[src/rtl/ttt_pkg.sv]
// Shared tic-tac-toe definitions: cell encoding, arbiter FSM states and the win-line table.
package ttt_pkg;

  typedef enum logic [1:0] {
    EMPTY = 2'b00,
    X     = 2'b10,
    O     = 2'b11
  } cellStateType;

  typedef enum logic [1:0] {
    CLEAR,
    IDLE,
    SCAN,
    EVAL
  } arbStateType;

  localparam int NUM_CELLS = 9;
  localparam int NUM_LINES = 8;

  // Three cell addresses per line: rows, columns, then both diagonals (line 0 is rightmost).
  localparam logic [NUM_LINES-1:0][2:0][3:0] WIN_LINES = {
    {4'd2, 4'd4, 4'd6},
    {4'd0, 4'd4, 4'd8},
    {4'd2, 4'd5, 4'd8},
    {4'd1, 4'd4, 4'd7},
    {4'd0, 4'd3, 4'd6},
    {4'd6, 4'd7, 4'd8},
    {4'd3, 4'd4, 4'd5},
    {4'd0, 4'd1, 4'd2}
  };

endpackage

[src/rtl/board_arbiter_if.sv]
// Request/response bundle between the game controller / display and board_arbiter.
// With BOARD_ARB_MOVECNT_EN defined the bundle also carries moveCount.
interface board_arbiter_if;

  logic       clearReq;
  logic       wrReq;
  logic [3:0] wrAddr;
  logic [1:0] wrState;
  logic       wrAck;
  logic       wrErr;
  logic       dispReq;
  logic [3:0] dispAddr;
  logic       dispAck;
  logic [1:0] dispData;
  logic       busy;
  logic       gameIsDone;
  logic [1:0] winner;
`ifdef BOARD_ARB_MOVECNT_EN
  logic [3:0] moveCount;
`endif

  modport master (
    output clearReq, wrReq, wrAddr, wrState, dispReq, dispAddr,
`ifdef BOARD_ARB_MOVECNT_EN
    input  moveCount,
`endif
    input  wrAck, wrErr, dispAck, dispData, busy, gameIsDone, winner
  );

  modport slave (
    input  clearReq, wrReq, wrAddr, wrState, dispReq, dispAddr,
`ifdef BOARD_ARB_MOVECNT_EN
    output moveCount,
`endif
    output wrAck, wrErr, dispAck, dispData, busy, gameIsDone, winner
  );

endinterface

[src/rtl/board_ram.sv]
// 9x2 single-port board RAM: synchronous write, registered read, no reset.
module board_ram
  import ttt_pkg::*;
(
  input  logic       ph1,
  input  logic       we,
  input  logic [3:0] addr,
  input  logic [1:0] wData,
  output logic [1:0] rData
);

  logic [1:0] mem [NUM_CELLS];

  // Read returns the old contents when reading and writing the same cell.
  always_ff @(posedge ph1) begin
    if (we) mem[addr] <= wData;
    rData <= mem[addr];
  end

endmodule

[src/rtl/board_arbiter.sv]
// board_arbiter: owns the board RAM and shares its port between moves, display reads and the win/draw scan.
// Define BOARD_ARB_MOVECNT_EN to add a saturating moveCount output that also drives the draw decision.
module board_arbiter
  import ttt_pkg::*;
#(
  parameter int SCAN_CELLS = NUM_CELLS
) (
  input  logic           ph1,
  input  logic           reset,
  board_arbiter_if.slave bus
);

  localparam logic [3:0] LAST_CELL = 4'(SCAN_CELLS - 1);
  localparam logic [3:0] SCAN_END  = 4'(SCAN_CELLS);

  arbStateType state;
  logic [3:0]  cnt;
  logic        busyReg;
  logic        doneReg;
  logic [1:0]  winnerReg;
  logic        dispOk;
  logic [1:0]  shadow [NUM_CELLS];
  logic [1:0]  cap [NUM_CELLS];

  logic        ramWe;
  logic [3:0]  ramAddr;
  logic [1:0]  ramWData;
  logic [1:0]  ramRData;

  logic        idleFree;
  logic        cellEmpty;
  logic        moveOk;
  logic        ackMove;
  logic        ackDisp;
  logic        lineWin;
  logic [1:0]  lineVal;
  logic        drawCond;

`ifdef BOARD_ARB_MOVECNT_EN
  logic [3:0]  moveCountReg;
`endif

  // A pending clear blocks every other grant in the same cycle.
  assign idleFree = (state == IDLE) && !bus.clearReq;

  always_comb begin
    cellEmpty = 1'b0;
    if (bus.wrAddr <= LAST_CELL) cellEmpty = (shadow[bus.wrAddr] == EMPTY);
  end

  assign moveOk  = cellEmpty && ((bus.wrState == X) || (bus.wrState == O)) && !doneReg;
  assign ackMove = idleFree && bus.wrReq && moveOk;
  assign ackDisp = idleFree && !bus.wrReq && bus.dispReq;

  assign bus.wrAck      = ackMove;
  assign bus.wrErr      = idleFree && bus.wrReq && !moveOk;
  assign bus.dispAck    = ackDisp;
  assign bus.dispData   = dispOk ? ramRData : EMPTY;
  assign bus.busy       = busyReg;
  assign bus.gameIsDone = doneReg;
  assign bus.winner     = winnerReg;

  always_comb begin
    ramWe    = 1'b0;
    ramAddr  = 4'd0;
    ramWData = EMPTY;
    case (state)
      CLEAR: begin
        ramWe   = 1'b1;
        ramAddr = cnt;
      end
      IDLE: begin
        if (ackMove) begin
          ramWe    = 1'b1;
          ramAddr  = bus.wrAddr;
          ramWData = bus.wrState;
        end else if (ackDisp && (bus.dispAddr <= LAST_CELL)) begin
          ramAddr = bus.dispAddr;
        end
      end
      SCAN: begin
        if (cnt <= LAST_CELL) ramAddr = cnt;
      end
      default: ;
    endcase
  end

  board_ram uRam (
    .ph1   (ph1),
    .we    (ramWe),
    .addr  (ramAddr),
    .wData (ramWData),
    .rData (ramRData)
  );

  always_ff @(posedge ph1) begin
    if (ramWe) shadow[ramAddr] <= ramWData;
  end

  // Each scan address returns data one cycle later, so the capture slot trails cnt by one.
  always_ff @(posedge ph1) begin
    if ((state == SCAN) && (cnt != 4'd0)) cap[cnt - 4'd1] <= ramRData;
  end

  always_comb begin
    lineWin  = 1'b0;
    lineVal  = EMPTY;
    for (int i = 0; i < NUM_LINES; i++) begin
      if (!lineWin && (cap[WIN_LINES[i][0]] != EMPTY) &&
          (cap[WIN_LINES[i][0]] == cap[WIN_LINES[i][1]]) &&
          (cap[WIN_LINES[i][0]] == cap[WIN_LINES[i][2]])) begin
        lineWin = 1'b1;
        lineVal = cap[WIN_LINES[i][0]];
      end
    end
`ifdef BOARD_ARB_MOVECNT_EN
    drawCond = (moveCountReg == 4'd9);
`else
    drawCond = 1'b1;
    for (int i = 0; i < NUM_CELLS; i++) begin
      if (cap[i] == EMPTY) drawCond = 1'b0;
    end
`endif
  end

  always_ff @(posedge ph1) begin
    if (!reset) begin
      state     <= CLEAR;
      cnt       <= 4'd0;
      busyReg   <= 1'b1;
      doneReg   <= 1'b0;
      winnerReg <= EMPTY;
      dispOk    <= 1'b0;
    end else begin
      dispOk <= ackDisp && (bus.dispAddr <= LAST_CELL);
      if (bus.clearReq) begin
        state     <= CLEAR;
        cnt       <= 4'd0;
        busyReg   <= 1'b1;
        doneReg   <= 1'b0;
        winnerReg <= EMPTY;
      end else begin
        case (state)
          CLEAR: begin
            if (cnt == LAST_CELL) begin
              state   <= IDLE;
              cnt     <= 4'd0;
              busyReg <= 1'b0;
            end else begin
              cnt <= cnt + 4'd1;
            end
          end
          IDLE: begin
            if (ackMove) begin
              state   <= SCAN;
              cnt     <= 4'd0;
              busyReg <= 1'b1;
            end
          end
          SCAN: begin
            if (cnt == SCAN_END) state <= EVAL;
            else cnt <= cnt + 4'd1;
          end
          EVAL: begin
            if (lineWin) begin
              doneReg   <= 1'b1;
              winnerReg <= lineVal;
            end else if (drawCond) begin
              doneReg   <= 1'b1;
              winnerReg <= EMPTY;
            end
            state   <= IDLE;
            busyReg <= 1'b0;
          end
          default: state <= CLEAR;
        endcase
      end
    end
  end

`ifdef BOARD_ARB_MOVECNT_EN
  always_ff @(posedge ph1) begin
    if (!reset || bus.clearReq) moveCountReg <= 4'd0;
    else if (ackMove && (moveCountReg < 4'd9)) moveCountReg <= moveCountReg + 4'd1;
  end

  assign bus.moveCount = moveCountReg;
`endif

endmodule

[src/flat_wrapper.sv]
// flat-port wrapper written by rule: the top's interface ports become plain ports
module board_arbiter_flat import ttt_pkg::*;
#(
  parameter int SCAN_CELLS = NUM_CELLS
)
  (ph1, reset, bus_clearReq, bus_wrReq, bus_wrAddr, bus_wrState, bus_dispReq, bus_dispAddr, bus_wrAck, bus_wrErr, bus_dispAck, bus_dispData, bus_busy, bus_gameIsDone, bus_winner);
  board_arbiter_if bus_i ();
  input  logic ph1;
  input  logic reset;
  input wire logic [$bits(bus_i.clearReq)-1:0] bus_clearReq;
  input wire logic [$bits(bus_i.wrReq)-1:0] bus_wrReq;
  input wire logic [$bits(bus_i.wrAddr)-1:0] bus_wrAddr;
  input wire logic [$bits(bus_i.wrState)-1:0] bus_wrState;
  input wire logic [$bits(bus_i.dispReq)-1:0] bus_dispReq;
  input wire logic [$bits(bus_i.dispAddr)-1:0] bus_dispAddr;
  output wire logic [$bits(bus_i.wrAck)-1:0] bus_wrAck;
  output wire logic [$bits(bus_i.wrErr)-1:0] bus_wrErr;
  output wire logic [$bits(bus_i.dispAck)-1:0] bus_dispAck;
  output wire logic [$bits(bus_i.dispData)-1:0] bus_dispData;
  output wire logic [$bits(bus_i.busy)-1:0] bus_busy;
  output wire logic [$bits(bus_i.gameIsDone)-1:0] bus_gameIsDone;
  output wire logic [$bits(bus_i.winner)-1:0] bus_winner;
  assign bus_i.clearReq = bus_clearReq;
  assign bus_i.wrReq = bus_wrReq;
  assign bus_i.wrAddr = bus_wrAddr;
  assign bus_i.wrState = bus_wrState;
  assign bus_i.dispReq = bus_dispReq;
  assign bus_i.dispAddr = bus_dispAddr;
  assign bus_wrAck = bus_i.wrAck;
  assign bus_wrErr = bus_i.wrErr;
  assign bus_dispAck = bus_i.dispAck;
  assign bus_dispData = bus_i.dispData;
  assign bus_busy = bus_i.busy;
  assign bus_gameIsDone = bus_i.gameIsDone;
  assign bus_winner = bus_i.winner;
  board_arbiter #(.SCAN_CELLS(SCAN_CELLS)) u_core (.ph1(ph1), .reset(reset), .bus(bus_i));
endmodule
[config.mk]
export PLATFORM = sky130hd
export DESIGN_NAME = board_arbiter_flat
export DESIGN_NICKNAME = d
export VERILOG_FILES = /design/src/rtl/ttt_pkg.sv /design/src/rtl/board_arbiter_if.sv /design/src/rtl/board_ram.sv /design/src/rtl/board_arbiter.sv /design/src/flat_wrapper.sv
export SDC_FILE = /design/constraint.sdc
export NUM_CORES = 1
export LEC_CHECK = 0
export BUFFER_PORTS_ARGS = -buffer_cell sky130_fd_sc_hd__buf_2
export CORE_MARGIN = 1.5
export CORE_UTILIZATION = 50
export CTS_CLUSTER_DIAMETER = 50
export CTS_CLUSTER_SIZE = 12
export DETAILED_ROUTE_END_ITERATION = 12
export GPL_TIMING_DRIVEN = 0
export PLACE_DENSITY = 0.67
export RECOVER_POWER = 100
export SYNTH_ARGS = -nofsm -noshare
export SYNTH_HDL_FRONTEND = slang
export SYNTH_SLANG_ARGS = --single-unit
[constraint.sdc]
create_clock -name ph1 -period 8.4 [get_ports ph1]
set_clock_uncertainty 0.2 [all_clocks]
set_input_delay 0.84 -clock ph1 [delete_from_list [all_inputs] [get_ports ph1]]
set_output_delay 0.84 -clock ph1 [all_outputs]
set_load 0.05 [all_outputs]
==> metrics.txt <==
H-tree levels 2; Setup Buffers After CTS 0; cell type with the largest total area after synthesis edfxtp_1; vias post-DR around 2600; CTS tree yes; fmax around 0.25 GHz; core area about 6000 um^2; drt first pass iters 5; Critical Path Sink Type output pin; ys async rst share 0; crit path launch type input port; Slowest cell on crit path clkbuf_1; Clock Pin Slew Worst Setup and Hold Paths 80 ps; DRT antenna net count 0; register share of total power 0.587; #FFs+latches synth a little under 50; HP Class flop to flop; top cells by area, synth edfxtp_1, dfxtp_1, ha_1; Top FF cell, synth edfxtp_1; Crit Reg-Reg Startpoint u_core.cnt[0]; Tcrit/Tclk final 0.467; Sw Ratio 0.205; final hold vios 0; DR iter-0 viols 120; CTS Sinks 49; Slew HR 0.602; Cells after DPL about 430; Post-Route WL 6710 um; initial core utilization 0.519; Post-synth EDFFs 36; GPL Wtd Cong approximately 0.88; maximum vdd drop around 0.000097 V; power per cell area around 140 nW/um^2; worst-margin pin slew about 600 ps; WL/cell approximately 15 um; final setup TNS 0 ps; CP Cell Sequence clkbuf_1 > nor4_1 > a21oi_1 > nor2_1 > and3_1 > clkbuf_1 > clkbuf_1; DP HPWL between 5000 and 6000 um; Post-Synthesis Cell Area approximately 3100 um^2; Tot Pwr between 0.4 and 0.5 mW; Leak approximately 1.3 nW; Crit path largest cell delay around 510 ps; worst setup path startpoint bus_wrAddr[0]; minimum clock period 3930 ps; Yosys warnings 0; final setup violation count 0; max capacitance violation total 0; initial antenna violation count 0; fraction of layout cells with a size suffix above 1 0.0776; Psw between 0.09 and 0.1 mW; Worst Path Class, Setup input port to output pin; Die X 81.7 um; first-pass GRT wire length 11100 um; post-synth top area share 0.350; final cell count without fillers 436; pre-CTS WS roughly 4800 ps; clock share of power 0.357; row count 28; Post-Syn Nets approximately 360; largest net degree at the start of global routing 16; GRT Util Overall 0.220; Layout Utilization 0.564; Die ar. roughly 6700 um^2; status complete, no violations; Clock Tree Buf Depth 2; Avg Vias per Cell roughly 6.0; Cell Int Power ~0.36 mW; Skew-Pair Late Insertion Delay between 200 and 300 ps; Slew Viols, Final 0; Avg Inst Size Synth between 9 and 10 um^2; post-synth cell types 60; number of global-route vias before repair about 2400; clock root buffer clkbuf_8; most used cell along the critical path clkbuf_1; final worst slack 4470 ps; most frequent cell after synthesis nor2_1; Synth top cells by count nor2_1, edfxtp_1, a21oi_1, nand2_1, o21ai_0; I/O pin count 24; unrepaired setup endpoints after global routing no; total global routing overflow 0; Crit Path Max Fanout 9; DR DRC count 0; # diodes 0; CTS Buf Count 5; combinational share of power 0.057; Area Growth Syn to Fin 8.66%; Port Buf Inserts 22; hold bufs inserted after CTS 0; hold path startpoint u_core.bus.winner[0]; Post-Syn Instances 331; Die Y just over 80 um; Seq/Total Area, Yosys 0.434; Final #Nets ~390; crit path DAT ~2900 ps; CP required ~7400 ps; cts repair resizes 0
[routing by layer]
| metal | wire, um | share of wire | global-route usage |
|---|---|---|---|
| met5 | 0 | 0 | 0 |
| met2 | 3150 | 0.47 | 0.365 |
| met3 | 274 | 0.041 | 0.0367 |
| met1 | 3170 | 0.47 | 0.292 |
| met4 | 117 | 0.017 | 0.0712 |
[kinds of logic after synthesis]
| kind of cell | Yosys count | share of synthesized area |
|---|---|---|
| compound gates | 82 | 0.182 |
| mux | 11 | 0.0364 |
| buf+inv | 28 | 0.0372 |
| simple gates | 148 | 0.258 |
| flops | 49 | 0.434 |
| fa+ha+maj | 13 | 0.0526 |
[path summary, 6_finish.rpt]
kind                          endpoint  slack [ps]  cells after the start
hold / removal    u_core.bus.winner[0]         260                      2
setup reg to reg   u_core.shadow[8][1]        4700                     11
hold reg to reg   u_core.bus.winner[0]         260                      2
setup / recovery             bus_wrAck        4470                      7
[worst max-delay path: cells and delay by family]
family	cells	cell delay [ps]
AO/OA/AOI/OAI	1	140
AND/OR/NAND/NOR	3	910
buffers and inverters	3	990
[cell type report]
cell class,instances,area [um^2]
Buffer,14,52.6
Clock buffer,6,72.6
Clock inverter,2,35.0
Fill cell,564,2590
Inverter,14,52.6
Multi-Input combinational cell,254,1620
Sequential cell,49,1340
Tap cell,75,93.8
Timing Repair Buffer,22,97.6
[cells in the final DEF (no fill, tap or decap), types with 11 or more instances in the layout]
cell type / netlist / layout
nor3_1: 17 / 17
a21oi_1: 20 / 20
buf_2: 2 / 12
nand2_1: 20 / 20
inv_1: 14 / 14
or3_1: 11 / 11
o21ai_0: 19 / 21
clkbuf_1: 10 / 24
ha_1: 13 / 13
dfxtp_1: 13 / 13
edfxtp_1: 36 / 36
nor2_1: 38 / 39
[sequential cells by signal (all words and copies together) (netlist names)]
name	cells
u_core.dispOk	1
u_core.cnt	4
u_core.cap	18
u_core.shadow	18
u_core.uRam.rData	2
u_core.bus.gameIsDone	1
u_core.bus.winner	2
u_core.state	2
u_core.bus.busy	1
[power by group through the flow]
stage          registers, mW  logic, mW  clock network, mW
3_5_place_dp           0.273     0.0264                  0
4_1_cts                0.267     0.0265              0.166
5_1_grt                0.268     0.0292              0.175
6_report               0.267     0.0259              0.162
2_1_floorplan          0.271     0.0181                  0
3_3_place_gp           0.273     0.0261                  0
[stage by stage]
step	hold WS, ps	area, um^2
floorplan	308	3090
global placement	249	3300
detailed placement	247	3300
CTS	260	3400
global route	289	3360
finish	256	3360
Note: power is estimated with default switching activity, not from simulation.
